File: src/rtl/ad_scan_scheduler_if.sv
// Requester and ADC-engine signal bundle for ad_scan_scheduler.
// The slave modport is the scheduler side. The master modport is the requester/engine side.
interface ad_scan_scheduler_if;
   logic [3:0] Req;
   logic [3:0] Gnt;
   logic [9:0] Result;
   logic       Result_Valid;
   logic       Conv_Start;
   logic [3:0] Conv_Addr;
   logic       Conv_Busy;
   logic       Conv_Done;
   logic [9:0] Conv_Data;
   logic       Err_Clr;
   logic       Timeout_Err;

   modport slave (
      input  Req, Conv_Busy, Conv_Done, Conv_Data, Err_Clr,
      output Gnt, Result, Result_Valid, Conv_Start, Conv_Addr,
             Timeout_Err
   );

   modport master (
      output Req, Conv_Busy, Conv_Done, Conv_Data, Err_Clr,
      input  Gnt, Result, Result_Valid, Conv_Start, Conv_Addr,
             Timeout_Err
   );
endinterface

File: src/rtl/ad_scan_scheduler.sv
// Round-robin scan scheduler sharing one ADC serial engine among 4 requesters.
// Enforces an idle gap after each conversion and a bounded wait for Conv_Done.
module ad_scan_scheduler #(
   parameter logic [3:0] CH0_ADDR    = 4'b0000,
   parameter logic [3:0] CH1_ADDR    = 4'b0001,
   parameter logic [3:0] CH2_ADDR    = 4'b0010,
   parameter logic [3:0] CH3_ADDR    = 4'b0101,
   parameter int         GAP_CYC     = 1050,
   parameter int         TIMEOUT_CYC = 4095
) (
   input logic                CLK,
   input logic                RST,
   ad_scan_scheduler_if.slave bus
);
   localparam int CMAX = (GAP_CYC > TIMEOUT_CYC) ? GAP_CYC : TIMEOUT_CYC;
   localparam int CW   = $clog2(CMAX + 1);
   localparam logic [CW-1:0] GAP_LAST = CW'(GAP_CYC - 1);
   localparam logic [CW-1:0] TMO_LAST = CW'(TIMEOUT_CYC - 1);

   typedef enum logic [1:0] {IDLE, START, WAIT_DONE, GAP} state_t;

   state_t        state, state_d;
   logic [CW-1:0] cnt, cnt_d;
   logic [1:0]    idx, last, pick, cand;
   logic          arb, done_ok, tmo;

   function automatic logic [3:0] ch_addr(input logic [1:0] i);
      case (i)
         2'd0:    ch_addr = CH0_ADDR;
         2'd1:    ch_addr = CH1_ADDR;
         2'd2:    ch_addr = CH2_ADDR;
         default: ch_addr = CH3_ADDR;
      endcase
   endfunction

   // Scan offsets 4..1 so the lowest offset after last served wins.
   always_comb begin
      pick = last;
      cand = last;
      for (int i = 4; i >= 1; i--) begin
         cand = last + 2'(i);
         if (bus.Req[cand]) pick = cand;
      end
   end

   always_ff @(posedge CLK or posedge RST) begin
      if (RST) begin
         state <= IDLE;
         cnt   <= '0;
      end else begin
         state <= state_d;
         cnt   <= cnt_d;
      end
   end

   always_comb begin
      state_d = state;
      cnt_d   = cnt;
      arb     = 1'b0;
      done_ok = 1'b0;
      tmo     = 1'b0;
      unique case (state)
         IDLE: begin
            if (!bus.Conv_Busy && (|bus.Req)) begin
               arb     = 1'b1;
               state_d = START;
               cnt_d   = '0;
            end
         end
         START: begin
            state_d = WAIT_DONE;
            cnt_d   = '0;
         end
         WAIT_DONE: begin
            if (bus.Conv_Done) begin
               done_ok = 1'b1;
               state_d = GAP;
               cnt_d   = '0;
            end else if (cnt == TMO_LAST) begin
               tmo     = 1'b1;
               state_d = GAP;
               cnt_d   = '0;
            end else begin
               cnt_d = cnt + 1'b1;
            end
         end
         GAP: begin
            if (cnt == GAP_LAST) begin
               state_d = IDLE;
               cnt_d   = '0;
            end else begin
               cnt_d = cnt + 1'b1;
            end
         end
         default: begin
            state_d = IDLE;
            cnt_d   = '0;
         end
      endcase
   end

   always_ff @(posedge CLK or posedge RST) begin
      if (RST) begin
         idx              <= 2'd0;
         last             <= 2'd3;
         bus.Gnt          <= 4'b0000;
         bus.Result       <= 10'd0;
         bus.Result_Valid <= 1'b0;
         bus.Conv_Start   <= 1'b0;
         bus.Conv_Addr    <= 4'b0000;
         bus.Timeout_Err  <= 1'b0;
      end else begin
         bus.Conv_Start   <= arb;
         bus.Result_Valid <= done_ok;
         bus.Gnt          <= done_ok ? (4'b0001 << idx) : 4'b0000;
         if (arb) begin
            idx           <= pick;
            bus.Conv_Addr <= ch_addr(pick);
         end
         if (done_ok) bus.Result <= bus.Conv_Data;
         if (done_ok || tmo) last <= idx;
         // A timeout in the same cycle as Err_Clr must stay visible.
         if (tmo) bus.Timeout_Err <= 1'b1;
         else if (bus.Err_Clr) bus.Timeout_Err <= 1'b0;
      end
   end
endmodule
File: src/flat_wrapper.sv
// flat-port wrapper written by rule: the top's interface ports become plain ports
module ad_scan_scheduler_flat 
#(
   parameter logic [3:0] CH0_ADDR    = 4'b0000,
   parameter logic [3:0] CH1_ADDR    = 4'b0001,
   parameter logic [3:0] CH2_ADDR    = 4'b0010,
   parameter logic [3:0] CH3_ADDR    = 4'b0101,
   parameter int         GAP_CYC     = 1050,
   parameter int         TIMEOUT_CYC = 4095
)
  (CLK, RST, bus_Req, bus_Conv_Busy, bus_Conv_Done, bus_Conv_Data, bus_Err_Clr, bus_Gnt, bus_Result, bus_Result_Valid, bus_Conv_Start, bus_Conv_Addr, bus_Timeout_Err);
  ad_scan_scheduler_if bus_i ();
  input logic CLK;
  input logic RST;
  input wire logic [$bits(bus_i.Req)-1:0] bus_Req;
  input wire logic [$bits(bus_i.Conv_Busy)-1:0] bus_Conv_Busy;
  input wire logic [$bits(bus_i.Conv_Done)-1:0] bus_Conv_Done;
  input wire logic [$bits(bus_i.Conv_Data)-1:0] bus_Conv_Data;
  input wire logic [$bits(bus_i.Err_Clr)-1:0] bus_Err_Clr;
  output wire logic [$bits(bus_i.Gnt)-1:0] bus_Gnt;
  output wire logic [$bits(bus_i.Result)-1:0] bus_Result;
  output wire logic [$bits(bus_i.Result_Valid)-1:0] bus_Result_Valid;
  output wire logic [$bits(bus_i.Conv_Start)-1:0] bus_Conv_Start;
  output wire logic [$bits(bus_i.Conv_Addr)-1:0] bus_Conv_Addr;
  output wire logic [$bits(bus_i.Timeout_Err)-1:0] bus_Timeout_Err;
  assign bus_i.Req = bus_Req;
  assign bus_i.Conv_Busy = bus_Conv_Busy;
  assign bus_i.Conv_Done = bus_Conv_Done;
  assign bus_i.Conv_Data = bus_Conv_Data;
  assign bus_i.Err_Clr = bus_Err_Clr;
  assign bus_Gnt = bus_i.Gnt;
  assign bus_Result = bus_i.Result;
  assign bus_Result_Valid = bus_i.Result_Valid;
  assign bus_Conv_Start = bus_i.Conv_Start;
  assign bus_Conv_Addr = bus_i.Conv_Addr;
  assign bus_Timeout_Err = bus_i.Timeout_Err;
  ad_scan_scheduler #(.CH0_ADDR(CH0_ADDR), .CH1_ADDR(CH1_ADDR), .CH2_ADDR(CH2_ADDR), .CH3_ADDR(CH3_ADDR), .GAP_CYC(GAP_CYC), .TIMEOUT_CYC(TIMEOUT_CYC)) u_core (.CLK(CLK), .RST(RST), .bus(bus_i));
endmodule
File: config.mk
export PLATFORM = sky130hd
export DESIGN_NAME = ad_scan_scheduler_flat
export DESIGN_NICKNAME = d
export VERILOG_FILES = /design/src/rtl/ad_scan_scheduler_if.sv /design/src/rtl/ad_scan_scheduler.sv /design/src/flat_wrapper.sv
export SDC_FILE = /design/constraint.sdc
export NUM_CORES = 1
export LEC_CHECK = 0
export ABC_AREA = 1
export BUFFER_PORTS_ARGS = -buffer_cell sky130_fd_sc_hd__buf_2
export CAP_MARGIN = 20
export CELL_PAD_IN_SITES_DETAIL_PLACEMENT = 1
export CELL_PAD_IN_SITES_GLOBAL_PLACEMENT = 1
export CORE_MARGIN = 2
export CORE_UTILIZATION = 40
export DETAILED_ROUTE_END_ITERATION = 7
export GPL_TIMING_DRIVEN = 0
export PLACE_DENSITY = 0.77
export SLEW_MARGIN = 0
export SYNTH_ARGS = -nofsm -noshare
export SYNTH_HDL_FRONTEND = slang
export SYNTH_SLANG_ARGS = --single-unit
File: constraint.sdc
create_clock -name CLK -period 1.9 [get_ports CLK]
set_input_delay 0 -clock CLK [delete_from_list [all_inputs] [get_ports CLK]]
set_output_delay 0 -clock CLK [all_outputs]
set_load 0.1 [all_outputs]
==> results.cfg, run 1 <==
[yosys]
avgSynthCellArea_um2 = 7.84
yosysMostFrequentCell = nand2_1
synth.top_cell.area_share_pct = 43.6
ys_seq_area_share_pct = 46.3
async_flop_share_pct = 100
synth_ff_type = dfrtp_1
synth_area_leaders = dfrtp_1 (44%), nand2_1 (17%), inv_1 (5.0%)
syn-num-nets = 281
ys_top_cells_by_count = nand2_1 (90), dfrtp_1 (35), inv_1 (27), nor2_1 (22), nand3_1 (13)
netlist_instances = 256
yosys.area.top_type = dfrtp_1
ys_types = 33
ys_ff_latch = 37
synth_area_um2 = 2010
synth_edf_count = 0
yosysWarnings = 0

[clocking]
cts.sinks = 37
clk_pin_slew_worst_paths_ps = 70
cts_inserted_buffers = 5
ctsRootBufferMaster = clkbuf_8
clkLatencyLatePin_ps = 290
tritoncts = yes
cts.path.max_buffers = 2
h-tree-depth = 2
ctsResizeCount = 0

[power]
p_switching_w = 0.00241
ir_drop_mv = 1.12
switching_share_pct = 54.9
comb_power_share_pct = 56.8
finalPower_w = 0.00439
p_clk_share_pct = 16.3
power.density_nw_per_um2 = 1740
power.leakage_nw = 1.33
pwr-share-seq_pct = 26.9
p_int_w = 0.00198

[detailed_routing]
wl_um = 5050
wl_per_cell_um = 13.3
ant_nets = 0
first_iter_violations = 54
first_pass_iters = 4
drc_errors = 0
vias = 1796
routed_via_density = 4.71

[floorplan]
start_util_pct = 41.9
core_area_um2 = 4790
io_pins = 40
die_width_um = 74.8
num_rows = 25
dieArea_um2 = 5600
die_y_um = 74.8

[critical_path]
critPathCaptureType = flip-flop
critPathKind = flip-flop to flip-flop
worstSetupStartpointType = flip-flop
worstPathArrival_ps = 1810
crit_fanout = 8
worst-endpoint-required_ps = 2110

[timing]
worst_pin_slew_ps = 772
slew_violations = 0
setup_viol = 0
fin_worst_skew_ps = 3.50
min_period_ps = 1600
finalHoldViolCount = 0
rsz0062_at_grt = false
whs_ps = 40.4
period_share_pct = 84.4
fin_setup_tns_ps = 0
max-slew-margin-rel_pct = 48.5
timing.fmax_mhz = 624

[global_route]
grt_antenna_before_repair = 0
grt_overflow = 0
grt_pass1_wl_um = 8540
grt_usage_pct = 20.0
grt_pass1_vias = 1897
grt_max_degree = 38

[cells_and_area]
final_nets = 338
finalInstanceArea_um2 = 2520
diodes = 0
drive_gt1_share_pct = 24.8
area_growth_pct = 25.6
fillers = 601

[place]
place_area_um2 = 2280
port_buffers = 38
routabilityCongestion = 0.761
place_hpwl_um = 3780

[flow_run]
maxCapViolCount = 0

[run_status]
outcome = finished, final reports clean

[worst_hold_path]
min_path_type = primary input to flip-flop
## routing by layer
layer | global-route usage (%) | up-vias | share of wire [%]
li1 | - | 901 | -
met3 | 3.35 | 7 | 3.4
met4 | 5.36 | 0 | 0.99
met1 | 24.6 | 853 | 45
met5 | 0 | - | 0
met2 | 36.2 | 35 | 50
## metrics by stage
stage	utilization, %	std cells	setup slack [ps]
2_1_floorplan	-	256	556
3_3_place_gp	47.7	361	340
3_5_place_dp	47.7	361	283
4_1_cts	52.7	381	266
5_1_grt	52.7	381	110
6_report	52.7	381	297
## cell usage in the layout, fill, tap and decap left out, types with 3 or more instances in the layout
cell type / synthesis / routed
dfrtp_1: 35 / 35
nand3_1: 13 / 13
dlygate4sd3_1: 0 / 12
nand2_2: 5 / 5
nand2_1: 90 / 90
nand2_4: 3 / 3
clkbuf_8: 0 / 6
o21ai_0: 9 / 9
inv_2: 2 / 3
nor2_1: 22 / 22
nor2_2: 5 / 5
buf_2: 1 / 39
ha_1: 6 / 6
nand3_2: 3 / 3
inv_1: 27 / 26
a21oi_1: 6 / 6
nor3_1: 6 / 6
## what timing repair did
item | CTS | global route
setup buffers | 0 | 0
hold endpoints to repair | 46 | 0
hold buffers | 12 | 0
endpoints found under the setup margin | 0 | 0
## area by class of cell
cell class                 count  area, µm²  share of cell area, %
clock inverter                 2       37.5                   1.49
timing repair buffer          50        310                   12.3
tap                           67       83.8                   3.33
inverter                      31        120                   4.76
buffer                         6       50.0                   1.99
sequential                    37        928                   36.8
clock buffer                   6       82.6                   3.28
multi-input combinational    182        908                   36.0
## cell families after synthesis
kind of cell	synth area share, %
AO/OA/AOI/OAI	5.61
XOR/XNOR	1.31
adder cells (fa/ha/maj)	3.74
buffers and inverters	8.48
flip-flops	46.3
other	0.187
AND/OR/NAND/NOR	34.4
## registers in the layout (all words and copies together), names as in the netlist
register and count:
u_core.bus.Conv_Addr 2, u_core.bus.Conv_Start 1, u_core.bus.Gnt 4, u_core.bus.Result 10
u_core.bus.Result_Valid 1, u_core.bus.Timeout_Err 1, u_core.cnt 12, u_core.idx 2
u_core.last 2, u_core.state 2
## path summary, 6_finish.rpt
check	start	endpoint	slack (ps)	cells after the start
max	u_core.cnt[1]$_DFFE_PP0P_	u_core.state[1]$_DFFE_PP0P_	300	10
max in group asynchronous	RST	u_core.cnt[5]$_DFFE_PP0P_	1010	3
min	bus_Conv_Busy	u_core.bus.Conv_Start$_DFF_PP0_	40	4
min in group asynchronous	RST	u_core.bus.Result[8]$_DFFE_PP0P_	400	3
max reg2reg	u_core.cnt[1]$_DFFE_PP0P_	u_core.state[1]$_DFFE_PP0P_	300	10
min reg2reg	u_core.bus.Result[6]$_DFFE_PP0P_	u_core.bus.Result[6]$_DFFE_PP0P_	480	2
## critical path, cell delays in order (launching register included)
cell	delay (ps)
dfrtp_1	430
inv_1	100
ha_1	150
nand2_1	60
nor2_1	120
nand3_1	90
nand2_1	140
nand3_4	150
clkinv_2	160
nand2_1	60
o21ai_0	70
## power by group through the flow
| stage | sequential (W) | clock (W) | combinational (W) |
|---|---|---|---|
| floorplan | 0.00212 | 0 | 0.00105 |
| global placement | 0.00118 | 0 | 0.00242 |
| detailed placement | 0.00119 | 0 | 0.00249 |
| CTS | 0.00118 | 0.000734 | 0.00251 |
| global route | 0.00121 | 0.000755 | 0.00270 |
| finish | 0.00118 | 0.000715 | 0.00250 |
Power figures use the tool's default switching activity.
==> inputs of run 2 (changes only) <==
--- a/config.mk
+++ b/config.mk
@@ -11,10 +11,10 @@
 export CELL_PAD_IN_SITES_DETAIL_PLACEMENT = 1
 export CELL_PAD_IN_SITES_GLOBAL_PLACEMENT = 1
 export CORE_MARGIN = 2
-export CORE_UTILIZATION = 40
+export CORE_UTILIZATION = 36
 export DETAILED_ROUTE_END_ITERATION = 7
 export GPL_TIMING_DRIVEN = 0
-export PLACE_DENSITY = 0.77
+export PLACE_DENSITY = 0.73
 export SLEW_MARGIN = 0
 export SYNTH_ARGS = -nofsm -noshare
 export SYNTH_HDL_FRONTEND = slang
==> constraint.sdc (replaced) <==
create_clock -name CLK -period 1.4 [get_ports CLK]
set_input_delay 0 -clock CLK [delete_from_list [all_inputs] [get_ports CLK]]
set_output_delay 0 -clock CLK [all_outputs]
set_load 0.1 [all_outputs]
==> run 2 against run 1 <==
The flow now finishes with violations (setup timing). Global-route usage down 1.6 points. Combinational power up 68%. First-iteration DRC count down 30%. Register-to-register slack worse by 410 ps. Critical path depth down 1. Flip-flop and latch count unchanged. Hold slack better by 7.7 ps. Critical endpoint is now u_core.bus.Conv_Addr[2]$_DFFE_PP0P_. Largest cell class is now multi-input combinational cells. Largest power group unchanged.
==> results.cfg, run 2 (synthesized netlist as in run 1, its figures left out) <==
[run_status]
outcome = finished with violations
violations = setup timing

[floorplan]
die_y_um = 78.7
start_util_pct = 36.9
io_pins = 40
dieArea_um2 = 6190
num_rows = 27
die_width_um = 78.7
core_area_um2 = 5440

[global_route]
grt_max_degree = 38
grt_usage_pct = 18.4
grt_pass1_wl_um = 8910
grt_overflow = 0
grt_pass1_vias = 1966
grt_antenna_before_repair = 0

[cells_and_area]
largest_reg_flops = 12
fillers = 658
reg_top3 = u_core.cnt (12), u_core.bus.Result (10), u_core.bus.Gnt (4)
layout_common_cells = nand2_1 (68), buf_2 (38), dfrtp_1 (33)
diodes = 0
final_nets = 353
multi_input_area_um2 = 1140
area_growth_pct = 44.3
drive_gt1_share_pct = 43.8
top_register = u_core.cnt
finalInstanceArea_um2 = 2900
final-seq-area_um2 = 931
final_common_cell = nand2_1

[timing]
fin_ws_ps = -110
max-slew-margin-rel_pct = 47.9
rsz0062_at_grt = true
finalHoldViolCount = 0
fin_worst_skew_ps = 8.92
setup_viol = 17
timing.fmax_mhz = 662
slew_violations = 0
period_share_pct = 108
min_period_ps = 1510
worst_pin_slew_ps = 780

[power]
power.density_nw_per_um2 = 2330
finalPower_w = 0.00674
pwr-share-seq_pct = 23.9
p_clk_share_pct = 13.7
comb_power_share_pct = 62.4
switching_share_pct = 54.2
p_int_w = 0.00309
power.leakage_nw = 1.45
p_switching_w = 0.00365
ir_drop_mv = 1.67

[place]
port_buffers = 38
place_area_um2 = 2290
place_hpwl_um = 3640
routabilityCongestion = 0.727

[clocking]
tritoncts = yes
cts.path.max_buffers = 2
clkLatencyLatePin_ps = 290
cts.sinks = 37
clk_pin_slew_worst_paths_ps = 80
h-tree-depth = 2
ctsRootBufferMaster = clkbuf_8
cts_inserted_buffers = 5

[detailed_routing]
first_iter_violations = 38
ant_nets = 0
drc_errors = 0
routed_via_density = 4.63
wl_um = 5430
first_pass_iters = 4
wl_per_cell_um = 13.5
vias = 1856

[critical_path]
critPathCaptureType = flip-flop
critPathKind = flip-flop to flip-flop
worstPathArrival_ps = 1750
worst-endpoint-required_ps = 1640
crit_fanout = 10
worstSetupStartpointType = flip-flop

[worst_hold_path]
min_path_type = primary input to flip-flop

[flow_run]
maxCapViolCount = 0
[run 2: changes by cell type in the layout (fill, tap and decap cells not counted), sizes merged]
cell / before / now
buf: 43 / 58
clkinv: 1 / 2
clkinvlp: 1 / 0
[run 2: metal layers]
| metal | track usage, % | wire [µm] | vias up |
|---|---|---|---|
| li1 | - | - | 931 |
| met1 | 22.3 | 2370 | 899 |
| met2 | 33.1 | 2880 | 22 |
| met3 | 3.10 | 118 | 4 |
| met4 | 5.96 | 53 | 0 |
| met5 | 0 | 0 | - |
[run 2: layout make-up]
cell class	instances	share of cell area [%]
Tap cell	72	3.11
Timing Repair Buffer	65	15.0
Inverter	31	4.71
Clock inverter	2	1.34
Clock buffer	6	2.51
Buffer	6	1.94
Sequential cell	37	32.2
Multi-Input combinational cell	182	39.2
[run 2: final timing paths]
path | from | end | slack (ps) | cells past startpoint
setup / recovery | u_core.last[0]$_DFFE_PP1P_ | u_core.bus.Conv_Addr[2]$_DFFE_PP0P_ | -110 | 9
hold / removal | bus_Conv_Busy | u_core.bus.Conv_Start$_DFF_PP0_ | 50 | 4
setup reg to reg | u_core.last[0]$_DFFE_PP1P_ | u_core.bus.Conv_Addr[2]$_DFFE_PP0P_ | -110 | 9
hold reg to reg | u_core.bus.Conv_Addr[1]$_DFFE_PP0P_ | u_core.bus.Conv_Addr[1]$_DFFE_PP0P_ | 470 | 2
max in group asynchronous | RST | u_core.cnt[2]$_DFFE_PP0P_ | 450 | 3
min in group asynchronous | RST | u_core.bus.Gnt[0]$_DFF_PP0_ | 400 | 3
[run 2: timing repair]
action / in CTS / in global routing
hold buffers: 12 / 0
endpoints found under the setup margin: 33 / 33
endpoints found under the hold margin: 46 / 0
pin swaps: 17 / 20
buffers inserted: 11 / 4
resized for setup: 31 / 51
[run 2: worst max-delay path, cell delays in order, from the launching register on]
cell     delay, ps
dfstp_2        530
buf_6          140
inv_8           50
nand2_2         70
nand2_4         60
a21oi_1        150
nand2_1         80
a21oi_2        200
nand3_1         90
nand2_1         60
[run 2: metrics by stage]
step                cells  utilization (%)  hold WS [ps]  setup slack [ps]  setup TNS [ps]
detailed placement    366             42.1           198              -189           -3800
global route          401             53.2          54.0              -223           -3390
global placement      366             42.1           192              -168           -2600
finish                401             53.2          48.1              -110           -1320
CTS                   397             49.7          38.2             -92.1            -853
floorplan             256                -           109              55.6               0
[run 2: power groups by stage]
stage	combinational, W	clock [W]	sequential (W)
finish	0.00420	0.000923	0.00161
global route	0.00454	0.000985	0.00165
CTS	0.00372	0.000949	0.00160
detailed placement	0.00335	0	0.00161
global placement	0.00328	0	0.00160
floorplan	0.00143	0	0.00288
